**src/rtl/shreg_seq_ctrl.sv**
```systemverilog
`default_nettype none
// ============================================================================
// Module      : shreg_seq_ctrl
// Description : Command sequencer for a 4-bit universal shift register.
//               It accepts a "load value, then shift N places left/right"
//               command over a start/busy/done handshake. It drives the
//               register's sel/I pins, so the requester never has to time
//               sel codes itself.
//
// Ports       : clk      rising-edge clock
//               rst      asynchronous, active-high reset
//               start    command request (sampled in IDLE; with the queue
//                        enabled, also while a command is running)
//               dir      0 = shift right (sel 01), 1 = shift left (sel 10)
//               amount   number of shift cycles after the load
//               data_in  value to parallel-load
//               sel      to register: 00 hold, 01 shr, 10 shl, 11 load
//               I        to register parallel input
//               busy     command in progress (LOAD or SHIFT)
//               done     one-cycle completion pulse
//               pend     pending-command flag (0 when the queue is absent)
//
// Options     : SHREG_SEQ_QUEUE_EN - adds a one-deep pending-command buffer
//               that chains the next command straight from DONE into LOAD.
//
// Revision    : 1.0 - initial release
// ============================================================================
module shreg_seq_ctrl #(
    parameter int WIDTH = 4,
    parameter int CNT_W = 3
) (
    input  logic             clk,
    input  logic             rst,
    input  logic             start,
    input  logic             dir,
    input  logic [CNT_W-1:0] amount,
    input  logic [WIDTH-1:0] data_in,
    output logic [1:0]       sel,
    output logic [WIDTH-1:0] I,
    output logic             busy,
    output logic             done,
    output logic             pend
);

    localparam logic [1:0] C_SEL_HOLD = 2'b00;
    localparam logic [1:0] C_SEL_SHR  = 2'b01;
    localparam logic [1:0] C_SEL_SHL  = 2'b10;
    localparam logic [1:0] C_SEL_LOAD = 2'b11;

    typedef enum logic [1:0] {
        S_IDLE  = 2'd0,
        S_LOAD  = 2'd1,
        S_SHIFT = 2'd2,
        S_DONE  = 2'd3
    } state_t;

    state_t             r_state;
    logic [WIDTH-1:0]   r_data;
    logic               r_dir;
    logic [CNT_W-1:0]   r_amount;
    logic [CNT_W-1:0]   r_cnt;

    // Outputs are registered copies of the decode for the *next* state, so
    // nothing from start/data_in reaches the pins combinationally.
    logic [1:0]         r_sel;
    logic [WIDTH-1:0]   r_i;
    logic               r_busy;
    logic               r_done;

`ifdef SHREG_SEQ_QUEUE_EN
    logic [WIDTH-1:0]   r_q_data;
    logic               r_q_dir;
    logic [CNT_W-1:0]   r_q_amount;
    logic               r_pend;
`endif

    always_ff @(posedge clk or posedge rst) begin
        if (rst) begin
            r_state    <= S_IDLE;
            r_data     <= '0;
            r_dir      <= 1'b0;
            r_amount   <= '0;
            r_cnt      <= '0;
            r_sel      <= C_SEL_HOLD;
            r_i        <= '0;
            r_busy     <= 1'b0;
            r_done     <= 1'b0;
`ifdef SHREG_SEQ_QUEUE_EN
            r_q_data   <= '0;
            r_q_dir    <= 1'b0;
            r_q_amount <= '0;
            r_pend     <= 1'b0;
`endif
        end else begin
            case (r_state)
                S_IDLE: begin
                    if (start) begin
                        r_data   <= data_in;
                        r_dir    <= dir;
                        r_amount <= amount;
                        r_state  <= S_LOAD;
                        r_sel    <= C_SEL_LOAD;
                        r_i      <= data_in;
                        r_busy   <= 1'b1;
                        r_done   <= 1'b0;
                    end
                end

                S_LOAD: begin
                    r_cnt <= r_amount;
                    if (r_amount != '0) begin
                        r_state <= S_SHIFT;
                        r_sel   <= r_dir ? C_SEL_SHL : C_SEL_SHR;
                        r_i     <= r_data;
                    end else begin
                        // Load-only command: skip SHIFT entirely.
                        r_state <= S_DONE;
                        r_sel   <= C_SEL_HOLD;
                        r_i     <= '0;
                        r_busy  <= 1'b0;
                        r_done  <= 1'b1;
                    end
                end

                S_SHIFT: begin
                    r_cnt <= r_cnt - 1'b1;
                    // The counter holds the number of shift cycles still to
                    // go, including the current one, so 1 means last.
                    if (r_cnt == CNT_W'(1)) begin
                        r_state <= S_DONE;
                        r_sel   <= C_SEL_HOLD;
                        r_i     <= '0;
                        r_busy  <= 1'b0;
                        r_done  <= 1'b1;
                    end
                end

                S_DONE: begin
                    r_done <= 1'b0;
`ifdef SHREG_SEQ_QUEUE_EN
                    if (r_pend) begin
                        // Chain the buffered command without an IDLE gap.
                        r_data   <= r_q_data;
                        r_dir    <= r_q_dir;
                        r_amount <= r_q_amount;
                        r_pend   <= 1'b0;
                        r_state  <= S_LOAD;
                        r_sel    <= C_SEL_LOAD;
                        r_i      <= r_q_data;
                        r_busy   <= 1'b1;
                    end else if (start) begin
                        // A request in DONE would fill the buffer and drain
                        // it on the same edge, so it is taken directly.
                        r_data   <= data_in;
                        r_dir    <= dir;
                        r_amount <= amount;
                        r_state  <= S_LOAD;
                        r_sel    <= C_SEL_LOAD;
                        r_i      <= data_in;
                        r_busy   <= 1'b1;
                    end else begin
                        r_state  <= S_IDLE;
                    end
`else
                    r_state <= S_IDLE;
`endif
                end

                default: begin
                    r_state <= S_IDLE;
                    r_sel   <= C_SEL_HOLD;
                    r_i     <= '0;
                    r_busy  <= 1'b0;
                    r_done  <= 1'b0;
                end
            endcase

`ifdef SHREG_SEQ_QUEUE_EN
            // Buffer a request that arrives while a command is running.
            // A request arriving while the buffer is full is dropped.
            if ((r_state == S_LOAD || r_state == S_SHIFT) && start && !r_pend) begin
                r_q_data   <= data_in;
                r_q_dir    <= dir;
                r_q_amount <= amount;
                r_pend     <= 1'b1;
            end
`endif
        end
    end

    assign sel  = r_sel;
    assign I    = r_i;
    assign busy = r_busy;
    assign done = r_done;

`ifdef SHREG_SEQ_QUEUE_EN
    assign pend = r_pend;
`else
    assign pend = 1'b0;
`endif

endmodule
`default_nettype wire

```
**config.mk**
```make
export PLATFORM = sky130hd
export DESIGN_NAME = shreg_seq_ctrl
export DESIGN_NICKNAME = d
export VERILOG_FILES = /design/src/rtl/shreg_seq_ctrl.sv
export SDC_FILE = /design/constraint.sdc
export NUM_CORES = 1
export LEC_CHECK = 0
export CAP_MARGIN = 10
export CORE_MARGIN = 10
export CORE_UTILIZATION = 55
export DETAILED_ROUTE_END_ITERATION = 7
export GPL_ROUTABILITY_DRIVEN = 1
export PLACE_DENSITY = 0.92
export RECOVER_POWER = 100
export SYNTH_ARGS = -nofsm -noshare
export SYNTH_HDL_FRONTEND = slang
export SYNTH_SLANG_ARGS = --single-unit
export TNS_END_PERCENT = 10
```
**constraint.sdc**
```tcl
create_clock -name clk -period 3.89 [get_ports clk]
set_input_delay 0.778 -clock clk [delete_from_list [all_inputs] [get_ports clk]]
set_output_delay 0.778 -clock clk [all_outputs]
set_load 0.1 [all_outputs]
```
==> run summary <==
core area: 1962 um2
H-Tree Depth: 1
first-pass GRT wire length: 3.629 mm
post-synthesis sequential area ratio: 0.4672
Post-Syn Area: 1125 um2
CP startpoint kind: flip-flop
Synth Net Count: 118
cell chain of the critical path: dlygate4sd3_1
DRT iter0 DRCs: 12
Final period util: 0.6800
hpwl dp: 1.694 mm
row count: 16
drt total wl: 2.160 mm
critical path class: flip-flop to output port
largest net degree at the start of global routing: 22
CP max stage cell: dlygate4sd3_1
Max clock buf depth: 2
Synth top area share: 0.4672
gpl congestion: 0.7846
antenna-violating nets left: 0
synthesis-stage register bit count: 21
DRC violations left: 0
Synth Area per Inst: 11.25 um2
Hold WS: 0.5140 ns
# fillers: 172
Arrival @ worst endpoint: 1.87 ns
Setup Total Neg Slack: 0 ns
final setup fails: 0
CTS Buf Count: 3
via count: 786
Req. time, crit path: 3.11 ns
Crit path largest cell delay: 1.21 ns
status: finished clean
I/O Buffers: 18
Worst slew margin: 0.3378
vias in the first global route: 859
placed instance count: 140
Yosys cell types: 30
I/O pins: 20
CTS hold repair buffers: 0
Max-Cap Viols: 0
Syn Inst Count: 100
R2R Path Start: r_state[0]
root buf cell: clkbuf_4
Area Growth Syn to Fin: 15.46%
CTS tree: done
Crit path max-delay family: buffers and inverters
DIE HEIGHT: 65.23 um
Avg WL per Cell: 15.00 um
share of cells above drive strength 1: 0.1368
initial antenna violation count: 0
# resized after CTS: 0
crit path max fanout: 2
Yosys top cell by area: dfrtp_1
Nets: 136
# Post-CTS Setup Buffers: 0
global route overflow: 0
CP Capture Type: output port
Ant. Diodes: 0
WP buf/inv: 1
via/cell ratio: 5.458
crit path time final: 2.645 ns
RSZ-0062 raised after global routing: false
Hold Path Origin: r_data[1]
Clock Skew: 0.005537 ns
Total GRT Usage: 0.1053
number of warnings issued by yosys: 0
Area contributors post-synth: dfrtp_1, mux2_2, ha_1
Slew Viols, Final: 0
Pre-antenna DRT Iters: 2
Hold WC Path Type: flip-flop to flip-flop
Initial Util: 0.5733
Worst-Skew Late Latency: 0.29 ns
CP startpoint: I[0]
die area: 4254 um2
Worst-Margin Slew: 0.9900 ns
die width: 65.23 um
clk sink count: 21
Final Hold Fails: 0
Non-Filler Instances: 144
clk slew on worst S/H paths: 0.11 ns
f_max: 378.0 MHz
==> synth_stat cells <==
master     instances
a2111oi_4          1
a211oi_1           2
a211oi_2           1
a211oi_4           1
a21oi_1            3
a2bb2oi_1          1
buf_2              1
buf_4              2
clkbuf_1           2
conb_1             1
dfrtp_1           21
ha_1               7
inv_1             10
mux2_1             1
mux2_2            11
mux2i_1            1
nand2_1           10
nand2b_1           1
nand2b_4           1
nand3_1            2
nand3b_1           1
nor2_1             1
nor2b_2            1
nor3_1             1
o211ai_1           2
o21ai_0            6
o22ai_1            5
o2bb2ai_1          1
o31a_1             1
o31ai_2            1
==> worst reg2reg max path, delay by kind of cell (launching register included) <==
kind | cells | cell delay [ns]
DFF | 1 | 0.42
AOI/OAI and AO/OA | 1 | 0.76
muxes | 1 | 0.42
and+or+nand+nor | 1 | 0.18
adders and majority gates | 1 | 0.22
buffers and inverters | 1 | 0.11
==> registers in the layout, summed over array words and instances (netlist names) <==
register,cells
sel,2
r_amount,3
r_dir,1
I,4
done,1
r_state,2
r_data,4
r_cnt,3
busy,1
==> routing by layer <==
layer  up-vias  track usage  part of all wire
met2        18       0.1805              0.51
met4         0      0.04545             0.011
met5         -            0                 0
met1       385       0.1116              0.42
li1        379            -                 -
met3         4      0.04237             0.058
==> stage by stage <==
stage | cell area [um2] | utilization | setup slack, ns
after global routing | 1299 | 0.6620 | 1.178
after floorplan | 1125 | - | 2.215
after CTS | 1338 | 0.6818 | 1.288
after global placement | 1311 | 0.6684 | 1.634
after detailed placement | 1311 | 0.6684 | 1.613
final | 1299 | 0.6620 | 1.245
==> cell families (layout without fill, tap and decap cells) <==
family | Yosys count | count (layout) | synth area share
flops | 21 | 21 | 0.4672
buf+inv | 15 | 32 | 0.05784
mux | 13 | 13 | 0.1290
fa+ha+maj | 7 | 7 | 0.07786
other cells | 1 | 1 | 0.003334
compound gates | 25 | 25 | 0.1824
simple gates | 18 | 18 | 0.08231
==> final timing paths <==
check / to / slack, ns / depth (start not counted)
setup reg to reg: sel[1] / 1.66 / 5
min in group asynchronous: r_data[0] / 1.05 / 2
hold / removal: r_data[1] / 0.51 / 2
setup / recovery: I[0] / 1.24 / 1
hold reg to reg: r_data[1] / 0.51 / 2
max in group asynchronous: busy / 2.34 / 2
==> cell usage in the layout (no fill, tap or decap), types with 4 or more instances in the layout <==
| cell | count |
|---|---|
| nand2_1 | 10 |
| dfrtp_1 | 21 |
| ha_1 | 7 |
| a211oi_1 | 4 |
| mux2_2 | 11 |
| clkdlybuf4s50_1 | 8 |
| dlygate4sd3_1 | 10 |
| inv_1 | 10 |
| o22ai_1 | 5 |
| o21ai_0 | 6 |
==> area by class of cell <==
type | instances | area, um2 | share of cell area
Tap cell | 27 | 33.78 | 0.02601
Sequential cell | 21 | 525.5 | 0.4046
Multi-Input combinational cell | 64 | 495.5 | 0.3815
Inverter | 10 | 37.54 | 0.02890
Clock buffer | 4 | 26.28 | 0.02023
Timing Repair Buffer | 18 | 180.2 | 0.1387
Power is not shown: default switching activity piles up to over one toggle a cycle in this logic, so the estimate is an artifact.
==> patch (config.mk and constraints unchanged) <==
Change the parameter `CNT_W` from 3 to 6.
--- a/src/rtl/shreg_seq_ctrl.sv
+++ b/src/rtl/shreg_seq_ctrl.sv
@@ -27,7 +27,7 @@
 // ============================================================================
 module shreg_seq_ctrl #(
     parameter int WIDTH = 4,
-    parameter int CNT_W = 3
+    parameter int CNT_W = 6
 ) (
     input  logic             clk,
     input  logic             rst,
Ports: changed (resized amount); port bits go from 20 to 23. The function was not compared with the original's and may differ.
==> patch against the unedited design <==
- final area is 24% higher
- global-route usage is 1.9 points higher
- wire length is 43% higher
- non-clock buffer count is 4 higher
- sequential cell count is 6 higher
- clock skew is 0.0050 ns higher
- critical endpoint is now I[3]
- die area is 15% higher
- setup slack worse by 0.068 ns
- synthesized area is 21% higher
Power is not shown: default switching activity piles up to over one toggle a cycle in this logic, so the estimate is an artifact.
==> patch: results (changes against the unedited design) <==
| Metric | Value |
|---|---|
| Fin nets | `173 (+27%)` |
| Antenna violations before repair | `0 (unchanged)` |
| Initial DRC Count | `54 (+42)` |
| Overall routing resource usage | `12.5% (+1.9 points)` |
| Synth area leaders | `dfrtp_1 (50%), mux2_2 (9.1%), ha_1 (6.4%), a21oi_1 (5.1%), nor2_1 (3.3%)` |
| CTS H-tree depth | `1 (unchanged)` |
| Remaining global-route overflow | `0 (unchanged)` |
| Syn Nets | `152 (+29%)` |
| CTS Buf Count | `3 (unchanged)` |
| Finished Layout Cells | `179 (+24%)` |
| Worst-path fanout max | `2 (unchanged)` |
| Clock Latency Late Sink | `0.34 ns (+0.05 ns)` |
| Register area share after synthesis | `49.5% (+2.8 points)` |
| Primary FF master, synth | `dfrtp_1` |
| Worst path slowest cell | `dlygate4sd3_1` |
| R2r endpoint | `I[1]` |
| Placement Setup Slack | `1.46 ns (-0.149 ns)` |
| Final wirelength | `3.08 mm (+43%)` |
| Detailed Place HPWL | `2.38 mm (+41%)` |
| Reg clk slew, reported paths | `0.16 ns (+0.05 ns)` |
| Fillers | `172 (unchanged)` |
| Layout cells sized above 1 | `10.6% (-3.1 points)` |
| Drt first pass iters | `4 (+2)` |
| Placed cell area | `0.00159 sq mm (+21%)` |
| GP Congestion | `0.788 (+0.45%)` |
| Outcome | `finished, final reports clean` |
| R2r setup slk | `1.38 ns (-0.28 ns)` |
| Port bufs | `21 (+3)` |
| # resized after CTS | `0 (unchanged)` |
| Synth Area per Inst | `10.4 sq um (-7.4%)` |
| CTS root buf | `clkbuf_4` |
| Global-route wire length before repair | `5.02 mm (+38%)` |
| Placed insts | `175 (+25%)` |
| Max-slew headroom | `32.8% (-1.0 points)` |
| Hold Path End | `done` |
| Largest net degree at the start of global routing | `28 (+27%)` |
| Total number of vias | `1038 (+32%)` |
| Hold path depth | `1 (-1)` |
| Synth warn | `0 (unchanged)` |
| Reg2reg start | `r_state[0]` |
| CTS Buffer Depth | `2 (unchanged)` |
| R2R cell count | `7 (+2)` |
| Via count of the first global-routing pass | `1091 (+27%)` |
| Post-synth ARST share | `100% (unchanged)` |
| Fin Clk Skew | `0.0106 ns (+0.00502 ns)` |
| Worst hold start | `done` |
| Setup crit start | `I[3]` |
| Antenna cells | `0 (unchanged)` |
| Most frequent cells after synthesis | `dfrtp_1 (27), a21oi_1 (14), nor2_1 (12)` |
| Flops & latches, synth | `27 (+29%)` |
| Top flop regs | `r_amount x6, r_cnt x6` |
==> patch: worst max path at each step <==
stage	endpoint	slack, ns
floorplan	done	2.09
finish	I[3]	1.18
global route	sel[0]	1.09
global placement	done	1.55
CTS	sel[0]	1.23
detailed placement	done	1.46
==> patch: cells by family after synthesis <==
family                   share of synthesized area, %
adder cells (fa/ha/maj)                          6.42
other                                           0.275
multiplexers                                     11.4
AND/OR/NAND/NOR                                  12.6
AO/OA/AOI/OAI                                    15.3
buffers and inverters                            4.49
flip-flops                                       49.5
==> patch: layer usage <==
| metal | share of wire [%] | vias to the layer above | global-route usage [%] |
|---|---|---|---|
| met2 | 53 | 24 | 22.6 |
| li1 | - | 497 | - |
| met5 | 0 | - | 0 |
| met4 | 1.8 | 0 | 5.43 |
| met1 | 40 | 511 | 12.9 |
| met3 | 4.8 | 6 | 3.42 |
==> patch: cell type report <==
class | instances | share of cell area, %
clock buffers | 3 | 1.40
clock inverters | 1 | 0.467
inverters | 9 | 2.10
multi-input cells | 89 | 38.6
flip-flops and latches | 27 | 42.0
well taps | 28 | 2.18
repair buffers | 22 | 13.3
==> patch: stage by stage <==
| stage | hold WS [ns] | util (%) |
|---|---|---|
| after floorplan | 0.480 | - |
| after global placement | 0.469 | 69.8 |
| after detailed placement | 0.486 | 69.8 |
| after CTS | 0.519 | 71.1 |
| after global routing | 0.533 | 70.7 |
| final | 0.516 | 70.7 |
